**src/rtl/sync_edge_pkg.sv**
```systemverilog
// Shared definitions for the synchronising edge/debounce front end:
// edge-mode encodings and the debounce counter width helper.
package sync_edge_pkg;

    localparam logic [1:0] EDGE_NONE = 2'b00;
    localparam logic [1:0] EDGE_RISE = 2'b01;
    localparam logic [1:0] EDGE_FALL = 2'b10;
    localparam logic [1:0] EDGE_BOTH = 2'b11;

    // Bits needed to count 0..n-1, never less than one bit.
    function automatic int cnt_width(input int n);
        int w;
        w = 1;
        while ((1 << w) < n) begin
            w = w + 1;
        end
        return w;
    endfunction

endpackage

```
**src/rtl/sync_debounce_ch.sv**
```systemverilog
// One channel: metastability synchroniser, stable-count debouncer and
// registered rise/fall pulses. rise_set/fall_set expose the next pulse values.
module sync_debounce_ch
    import sync_edge_pkg::*;
#(
    parameter int   SYNC_STAGES  = 2,
    parameter int   DEBOUNCE_CNT = 1,
    parameter logic RESET_LEVEL  = 1'b0
) (
    input  logic clk,
    input  logic rst,
    input  logic din,
    output logic level,
    output logic rise,
    output logic fall,
    output logic rise_set,
    output logic fall_set
);

    localparam int CNT_W = cnt_width(DEBOUNCE_CNT);
    localparam logic [CNT_W-1:0] CNT_TERM = CNT_W'(DEBOUNCE_CNT - 1);
    localparam logic [CNT_W-1:0] CNT_ONE  = CNT_W'(1);

    logic [SYNC_STAGES-1:0] sync;
    logic [CNT_W-1:0]       cnt;
    logic [CNT_W-1:0]       cnt_nxt;
    logic                   level_nxt;
    logic                   s;

    assign s = sync[SYNC_STAGES-1];

    // Plain shift chain; nothing may sit between the stages.
    always_ff @(posedge clk or posedge rst) begin
        if (rst) begin
            sync <= {SYNC_STAGES{RESET_LEVEL}};
        end else begin
            sync <= {sync[SYNC_STAGES-2:0], din};
        end
    end

    // Debounce: any return to the stable level before terminal count drops the count.
    always_comb begin
        cnt_nxt   = cnt;
        level_nxt = level;
        rise_set  = 1'b0;
        fall_set  = 1'b0;
        if (s == level) begin
            cnt_nxt = {CNT_W{1'b0}};
        end else if (cnt == CNT_TERM) begin
            cnt_nxt   = {CNT_W{1'b0}};
            level_nxt = s;
            rise_set  = s;
            fall_set  = ~s;
        end else begin
            cnt_nxt = cnt + CNT_ONE;
        end
    end

    // Level, counter and pulse registers.
    always_ff @(posedge clk or posedge rst) begin
        if (rst) begin
            cnt   <= {CNT_W{1'b0}};
            level <= RESET_LEVEL;
            rise  <= 1'b0;
            fall  <= 1'b0;
        end else begin
            cnt   <= cnt_nxt;
            level <= level_nxt;
            rise  <= rise_set;
            fall  <= fall_set;
        end
    end

endmodule

```
**src/rtl/sync_edge_debounce.sv**
```systemverilog
// Multi-channel debounced edge detector with per-channel event selection,
// sticky pending flags and a summary interrupt.
module sync_edge_debounce
    import sync_edge_pkg::*;
#(
    parameter int   WIDTH        = 4,
    parameter int   SYNC_STAGES  = 2,
    parameter int   DEBOUNCE_CNT = 1,
    parameter logic RESET_LEVEL  = 1'b0
) (
    input  logic                 clk,
    input  logic                 rst,
    input  logic [WIDTH-1:0]     din,
    input  logic [2*WIDTH-1:0]   edge_sel,
    input  logic [WIDTH-1:0]     clr,
    output logic [WIDTH-1:0]     level,
    output logic [WIDTH-1:0]     rise,
    output logic [WIDTH-1:0]     fall,
    output logic [WIDTH-1:0]     edge_event,
    output logic [WIDTH-1:0]     pend,
    output logic                 irq
);

    logic [WIDTH-1:0] rise_set;
    logic [WIDTH-1:0] fall_set;
    logic [WIDTH-1:0] event_nxt;
    logic [WIDTH-1:0] pend_nxt;

    for (genvar i = 0; i < WIDTH; i++) begin : gen_ch
        sync_debounce_ch #(
            .SYNC_STAGES  (SYNC_STAGES),
            .DEBOUNCE_CNT (DEBOUNCE_CNT),
            .RESET_LEVEL  (RESET_LEVEL)
        ) u_ch (
            .clk      (clk),
            .rst      (rst),
            .din      (din[i]),
            .level    (level[i]),
            .rise     (rise[i]),
            .fall     (fall[i]),
            .rise_set (rise_set[i]),
            .fall_set (fall_set[i])
        );
    end

    // edge_sel is applied to the pulse being registered, so a later change never touches it.
    always_comb begin
        event_nxt = {WIDTH{1'b0}};
        for (int i = 0; i < WIDTH; i++) begin
            case (edge_sel[2*i +: 2])
                EDGE_NONE: event_nxt[i] = 1'b0;
                EDGE_RISE: event_nxt[i] = rise_set[i];
                EDGE_FALL: event_nxt[i] = fall_set[i];
                EDGE_BOTH: event_nxt[i] = rise_set[i] | fall_set[i];
                default:   event_nxt[i] = 1'b0;
            endcase
        end
        pend_nxt = (pend & ~clr) | event_nxt;
    end

    // Event, pending and interrupt registers; irq tracks the next pend value.
    always_ff @(posedge clk or posedge rst) begin
        if (rst) begin
            edge_event <= {WIDTH{1'b0}};
            pend       <= {WIDTH{1'b0}};
            irq        <= 1'b0;
        end else begin
            edge_event <= event_nxt;
            pend       <= pend_nxt;
            irq        <= |pend_nxt;
        end
    end

endmodule
```
**config.mk**
```make
export PLATFORM = sky130hd
export DESIGN_NAME = sync_edge_debounce
export DESIGN_NICKNAME = d
export VERILOG_FILES = /design/src/rtl/sync_edge_pkg.sv /design/src/rtl/sync_debounce_ch.sv /design/src/rtl/sync_edge_debounce.sv
export SDC_FILE = /design/constraint.sdc
export NUM_CORES = 1
export LEC_CHECK = 0
export CAP_MARGIN = 20
export CELL_PAD_IN_SITES_DETAIL_PLACEMENT = 0
export CELL_PAD_IN_SITES_GLOBAL_PLACEMENT = 1
export CORE_ASPECT_RATIO = 0.9
export CORE_MARGIN = 2
export CORE_UTILIZATION = 28
export CTS_CLUSTER_SIZE = 16
export DETAILED_ROUTE_END_ITERATION = 7
export PLACE_DENSITY = 0.63
export SYNTH_ARGS = -nofsm -noshare
export SYNTH_HDL_FRONTEND = slang
export SYNTH_SLANG_ARGS = --single-unit
```
**constraint.sdc**
```tcl
create_clock -name clk -period 3.62 [get_ports clk]
set_input_delay 0.724 -clock clk [delete_from_list [all_inputs] [get_ports clk]]
set_output_delay 0.724 -clock clk [all_outputs]
set_load 0.05 [all_outputs]
```
==> key figures, run 1 <==
Run status
  • Status: completed

Timing
  • Post-route minimum period: between 2000 and 2500 ps
  • Slew headroom: ~66%
  • Setup TNS: 0 ps
  • Max Slew Vio Count: 0
  • Worst clock skew: 4.60 ps
  • Slew @ Worst Pin: 505 ps
  • Final Hold Viols: 0
  • Upper clock frequency limit: ~0.45 GHz
  • RSZ-0062 raised after global routing: false
  • Period utilization: about 60%
  • Final setup vio count: 0

Global route
  • Gr usage total: approximately a tenth
  • Vias in the first global route: roughly 730
  • Initial antenna violation count: 0
  • Largest net degree at the start of global routing: 22
  • Grt total ovfl: 0
  • First-pass GRT wire length: about 3300 um

Job
  • Count of max-cap constraint violations: 0

Die
  • Cell Rows: 22
  • DIE AREA: roughly 4700 um^2
  • DIE HEIGHT: ~65 um
  • Chip width: 72.1 um
  • Starting Density: a little under 30%
  • Core area: 4050 um^2
  • Ports: 39

Clocking
  • Clk pin slew, worst setup/hold paths: around 60 ps
  • Root Driver: clkbuf_8
  • TritonCTS clock tree: yes
  • Max Root-Sink Buffers: 2
  • Clock latency on the worst-skew pair: 270 ps
  • Sink Count: 29
  • H-tree depth: 2
  • Total CTS buffers: 5
  • Post-CTS setup repair buffer count: 0
  • Resize count post-CTS: 0
  • Post-CTS Hold Fix Bufs: 0

Synth
  • Yosys reg bits: 29
  • Yosys cell types: 14
  • Post-Synth Adder-Cell Area: between 8 and 9%
  • Simple-gate area share of the yosys netlist: roughly 7.4%
  • Seq/Total Area, Yosys: approximately 62%
  • Mux cell area share after synthesis: 0%
  • Syn avg cell area: approximately 12 um^2
  • Post-synthesis xor/xnor area fraction: 0%
  • Cells after Synth: 94
  • Largest family of logic cells by synthesized area: buffers and inverters
  • Warnings from Yosys: 0
  • Compound-cell area share of the yosys netlist: between 10% and 20%
  • Synth Cell Area: 1170 um^2
  • Syn nets: 120

Routing
  • Antenna-violating nets left: 0
  • Post-Route WL: between 1500 and 2000 um
  • Router iterations before antenna repair: 4
  • Routed len/inst: 10.7 um
  • Vias/cell: about 4
  • DRC viols: 0
  • Initial DRC Count: 24
  • Vias: 709

Power
  • VDD IR-drop max: between 400 and 500 uV
  • PD cells: approximately 810 nW/um^2
  • P_leak: 0.750 nW

Critical path
  • Worst Path Arrival: around 1500 ps
  • CP Cell Sequence: clkdlybuf4s50_1
  • Setup crit start: gen_ch[1].u_ch.level$_DFFE_PP0P_
  • RR Endpoint: irq$_DFF_PP0_
  • Crit path max-delay cell type: clkdlybuf4s50_1
  • Element type at the critical path start: flop
  • Worst reg2reg setup slack: ~1900 ps
  • Worst R2R Path Depth: 5
  • Worst EP required: 2900 ps
  • CP endpoint kind: output port
  • Worst path bufs/invs: 1
  • Levels on crit path: 1
  • Critical path fanouts, max: 4
  • Delay-heaviest family, CP: buffers and inverters
  • Max stage delay on crit path: approximately 820 ps
  • Kind of critical path: reg2out
  • Reg2reg start: gen_ch[2].u_ch.level$_DFFE_PP0P_
  • Setup crit end: level[1]

Worst hold path
  • Min-delay worst type: reg2reg
  • Min-Delay Startpoint: gen_ch[2].u_ch.sync[0]$_DFF_PP0_

Place
  • Detailed placement HPWL: about 1500 um
  • IO Port Bufs: 38
  • Post-DP Area: around 1500 um^2
  • Final GP Congestion: 0.701

Layout
  • Share of cells above drive strength 1: a little over a tenth
  • Layout area overhead: 41.0%
  • Final net count: 154
  • Cell area after layout: approximately 1600 um^2
  • FF/Latch Area: just over 700 um^2
  • # fillers: slightly below 400
  • Area of the multi-input gates: around 300 um^2
  • Ant diodes: 0
metrics by stage:
stage | hold slack (ps) | util (%) | power [mW] | std cells | worst slack (ps)
final | 344 | 40.7 | 1.33 | 177 | 1410
after global routing | 356 | 40.7 | 1.42 | 177 | 1330
after CTS | 345 | 40.7 | 1.36 | 177 | 1390
after detailed placement | 337 | 38.2 | 1.07 | 169 | 1390
after global placement | 335 | 37.5 | 1.06 | 168 | 1410
after floorplan | 331 | - | 0.923 | 94 | 1910
area by class of cell:
| type | count | share of cell area, % |
|---|---|---|
| multi-input cells | 40 | 18.5 |
| repair buffers | 39 | 24.8 |
| clock buffers | 7 | 5.85 |
| well taps | 48 | 3.64 |
| flip-flops and latches | 29 | 44.0 |
| inverters | 13 | 2.96 |
| clock inverters | 1 | 0.304 |
synth_stat cells, drive strengths merged:
cell type | number | area, um^2
buf | 12 | 90.1
dfrtp | 29 | 726
ha | 8 | 100
inv | 13 | 48.8
nand2 | 9 | 33.8
nor2b | 6 | 45.0
o211ai | 1 | 7.51
o21ai | 11 | 62.6
o221ai | 4 | 47.6
or4 | 1 | 7.51
routing by layer:
metal / routed length (um) / global-route usage (%)
met1: 798 / 11.2
met4: 0 / 4.25
met5: 0 / 0
met2: 954 / 14.1
met3: 135 / 4.45
cell families after synthesis:
group	count (synthesis)
AO/OA/AOI/OAI	16
adder cells (fa/ha/maj)	8
buffers and inverters	25
flip-flops	29
AND/OR/NAND/NOR	16
cells in the final DEF, fill, tap and decap left out:
cell	n
o21ai_2	2
buf_16	1
nor2b_1	5
o21ai_0	8
o21ai_1	1
nor2b_4	1
clkdlybuf4s50_1	38
o211ai_1	1
clkbuf_8	7
ha_1	8
inv_1	13
dfrtp_1	29
o221ai_1	2
o221ai_2	2
or4_1	1
clkinv_2	1
nand2_1	9
report_power, final:
| part | internal (mW) | switching (mW) |
|---|---|---|
| combinational | 0.211 | 0.393 |
| clock | 0.171 | 0.112 |
| sequential | 0.405 | 0.0421 |
| total | 0.788 | 0.547 |
how the worst min path moves through the flow:
stage / endpoint / slack [ps] / cells after the start
final: gen_ch[2].u_ch.sync[1]$_DFF_PP0_ / 340 / 0
after global routing: gen_ch[1].u_ch.sync[1]$_DFF_PP0_ / 360 / 0
after CTS: gen_ch[2].u_ch.sync[1]$_DFF_PP0_ / 340 / 0
after detailed placement: gen_ch[2].u_ch.sync[1]$_DFF_PP0_ / 340 / 0
after global placement: gen_ch[2].u_ch.sync[1]$_DFF_PP0_ / 340 / 0
after floorplan: gen_ch[0].u_ch.sync[1]$_DFF_PP0_ / 330 / 0
flip-flops by register name, summed over array words and instances (netlist names):
signal             count
gen_ch.u_ch.sync       8
edge_event             4
gen_ch.u_ch.fall       4
gen_ch.u_ch.level      4
gen_ch.u_ch.rise       4
pend                   4
irq                    1
Power figures use the tool's default switching activity.
==> run 2: changes to the inputs <==
==> constraint.sdc (replaced) <==
create_clock -name clk -period 2.2 [get_ports clk]
set_input_delay 0.44 -clock clk [delete_from_list [all_inputs] [get_ports clk]]
set_output_delay 0.44 -clock clk [all_outputs]
set_load 0.05 [all_outputs]
==> run 2 against run 1 <==
Design area is 2.1% lower; non-clock buffer count stayed put; register-to-register slack worse by 1400 ps; die area stayed put; hold slack better by 0.95 ps; via count is 2.1% higher; final cell count is 0.56% lower; sequential power is 65% higher; first-iteration DRC count is 67% higher; setup slack worse by 1100 ps; sequential share of layout area is 0.96 points higher; largest power group unchanged.
==> key figures, run 2 (synthesis gave the netlist of run 1 again) <==
Run status
  • Status: completed

Die
  • Ports: 39 (unchanged)
  • Chip width: 72.1 um (unchanged)
  • Starting Density: 28.9% (unchanged)
  • Cell Rows: 22 (unchanged)
  • DIE HEIGHT: 65.3 um (unchanged)
  • DIE AREA: 4710 um^2 (unchanged)
  • Core area: 4050 um^2 (unchanged)

Clocking
  • Total CTS buffers: 5 (unchanged)
  • Post-CTS setup repair buffer count: 0 (unchanged)
  • Sink Count: 29 (unchanged)
  • Resize count post-CTS: 0 (unchanged)
  • Post-CTS Hold Fix Bufs: 0 (unchanged)
  • Clk pin slew, worst setup/hold paths: 50 ps (about the same)
  • TritonCTS clock tree: yes
  • Root Driver: clkbuf_8
  • Max Root-Sink Buffers: 2 (unchanged)
  • H-tree depth: 2 (unchanged)
  • Clock latency on the worst-skew pair: 270 ps (about the same)

Timing
  • Upper clock frequency limit: roughly 0.52 GHz
  • Final setup vio count: 0 (unchanged)
  • Slew @ Worst Pin: 516 ps (+10.3 ps)
  • RSZ-0062 raised after global routing: false
  • Worst clock skew: 1.35 ps (-3.25 ps)
  • Final Hold Viols: 0 (unchanged)
  • Max Slew Vio Count: 0 (unchanged)
  • Slew headroom: 65.5% (-0.69 points)
  • Post-route minimum period: a little under 2000 ps
  • Period utilization: 87.7%
  • Setup TNS: 0 ps (unchanged)

Layout
  • Leading cell type in the layout, fill and taps excluded: clkdlybuf4s50_1
  • Share of cells above drive strength 1: 9.38% (-1.5 points)
  • Ant diodes: 0 (unchanged)
  • # fillers: 392 (+0.77%)
  • Max reg flops: 8 (unchanged)
  • Most frequent cells in the layout: clkdlybuf4s50_1 (38), dfrtp_1 (29), inv_1 (13)
  • Layout area overhead: 38.0%
  • Final net count: 154 (unchanged)
  • Largest Register: gen_ch.u_ch.sync

Place
  • Final GP Congestion: 0.714 (+1.9%)
  • Detailed placement HPWL: 1480 um (-0.60%)
  • IO Port Bufs: 38 (unchanged)

Critical path
  • CP endpoint kind: output port
  • Delay-heaviest family, CP: buffers and inverters
  • Max stage delay on crit path: 820 ps (about the same)
  • Worst EP required: 1760 ps (-1140 ps)
  • Kind of critical path: reg2out
  • CP Cell Sequence: clkdlybuf4s50_1
  • Worst Path Arrival: 1490 ps (about the same)
  • Crit path max-delay cell type: clkdlybuf4s50_1
  • Levels on crit path: 1 (unchanged)
  • Worst path bufs/invs: 1 (unchanged)
  • Element type at the critical path start: flop
  • Critical path fanouts, max: 4 (unchanged)
  • Worst R2R Path Depth: 5 (unchanged)

Routing
  • Vias/cell: 4.11 (+2.7%)
  • Antenna-violating nets left: 0 (unchanged)
  • Routed len/inst: 10.8 um (+1.6%)
  • Post-Route WL: 1910 um (+1.0%)
  • DRC viols: 0 (unchanged)
  • Vias: 724 (+2.1%)
  • Router iterations before antenna repair: 4 (unchanged)
  • Initial DRC Count: 40 (+67%)

Worst hold path
  • Hold Crit Depth: 0 (unchanged)
  • Min-delay worst type: reg2reg

Global route
  • First-pass GRT wire length: 3250 um (-1.3%)
  • Grt total ovfl: 0 (unchanged)
  • Vias in the first global route: 728 (unchanged)
  • Gr usage total: 9.64% (+0.30 points)
  • Largest net degree at the start of global routing: 30 (+36%)
  • Initial antenna violation count: 0 (unchanged)

Power
  • P_leak: 0.732 nW (-2.4%)
  • Total power: 2.15 mW (+61%)
  • PD cells: 1330 nW/um^2 (+65%)
  • VDD IR-drop max: 502 uV (+13%)

Job
  • Count of max-cap constraint violations: 0 (unchanged)
[run 2: final timing paths]
check	start	to	slack, ps
min reg2reg	gen_ch[1].u_ch.sync[0]$_DFF_PP0_	gen_ch[1].u_ch.sync[1]$_DFF_PP0_	340
min in group asynchronous	rst	gen_ch[2].u_ch.rise$_DFF_PP0_	540
max reg2reg	gen_ch[2].u_ch.level$_DFFE_PP0P_	irq$_DFF_PP0_	480
min	gen_ch[1].u_ch.sync[0]$_DFF_PP0_	gen_ch[1].u_ch.sync[1]$_DFF_PP0_	340
max	gen_ch[3].u_ch.level$_DFFE_PP0P_	level[3]	270
max in group asynchronous	rst	gen_ch[2].u_ch.level$_DFFE_PP0P_	1390
[run 2: through the flow]
stage / instance area [um^2] / worst slack [ps] / hold slack [ps] / std cells / utilization [%]
final: 1610 / 271 / 345 / 176 / 39.9
after global routing: 1610 / 197 / 356 / 176 / 39.9
after CTS: 1610 / 250 / 348 / 176 / 39.9
after detailed placement: 1530 / 245 / 335 / 169 / 37.7
after global placement: 1530 / 269 / 333 / 169 / 37.7
after floorplan: 1170 / 551 / 331 / 94 / -
[run 2: cell type report]
cell class | instances | area, um^2 | share of cell area (%)
Tap cell | 48 | 60.1 | 3.72
Multi-Input combinational cell | 40 | 304 | 18.9
Inverter | 13 | 48.8 | 3.03
Clock buffer | 7 | 86.3 | 5.35
Timing Repair Buffer | 39 | 388 | 24.0
Sequential cell | 29 | 726 | 45.0
[run 2: metal layers]
layer | global-route usage [%] | up-vias | routed length [um]
li1 | - | 356 | -
met1 | 10.4 | 339 | 764
met2 | 14.4 | 23 | 928
met3 | 4.91 | 6 | 160
met4 | 7.08 | 0 | 53
met5 | 0 | - | 0
[run 2: power breakdown]
part,internal (mW),leakage (nW),switching (mW)
logic,0.344,0.332,0.650
clock network,0.247,0.0443,0.174
registers,0.667,0.355,0.0691
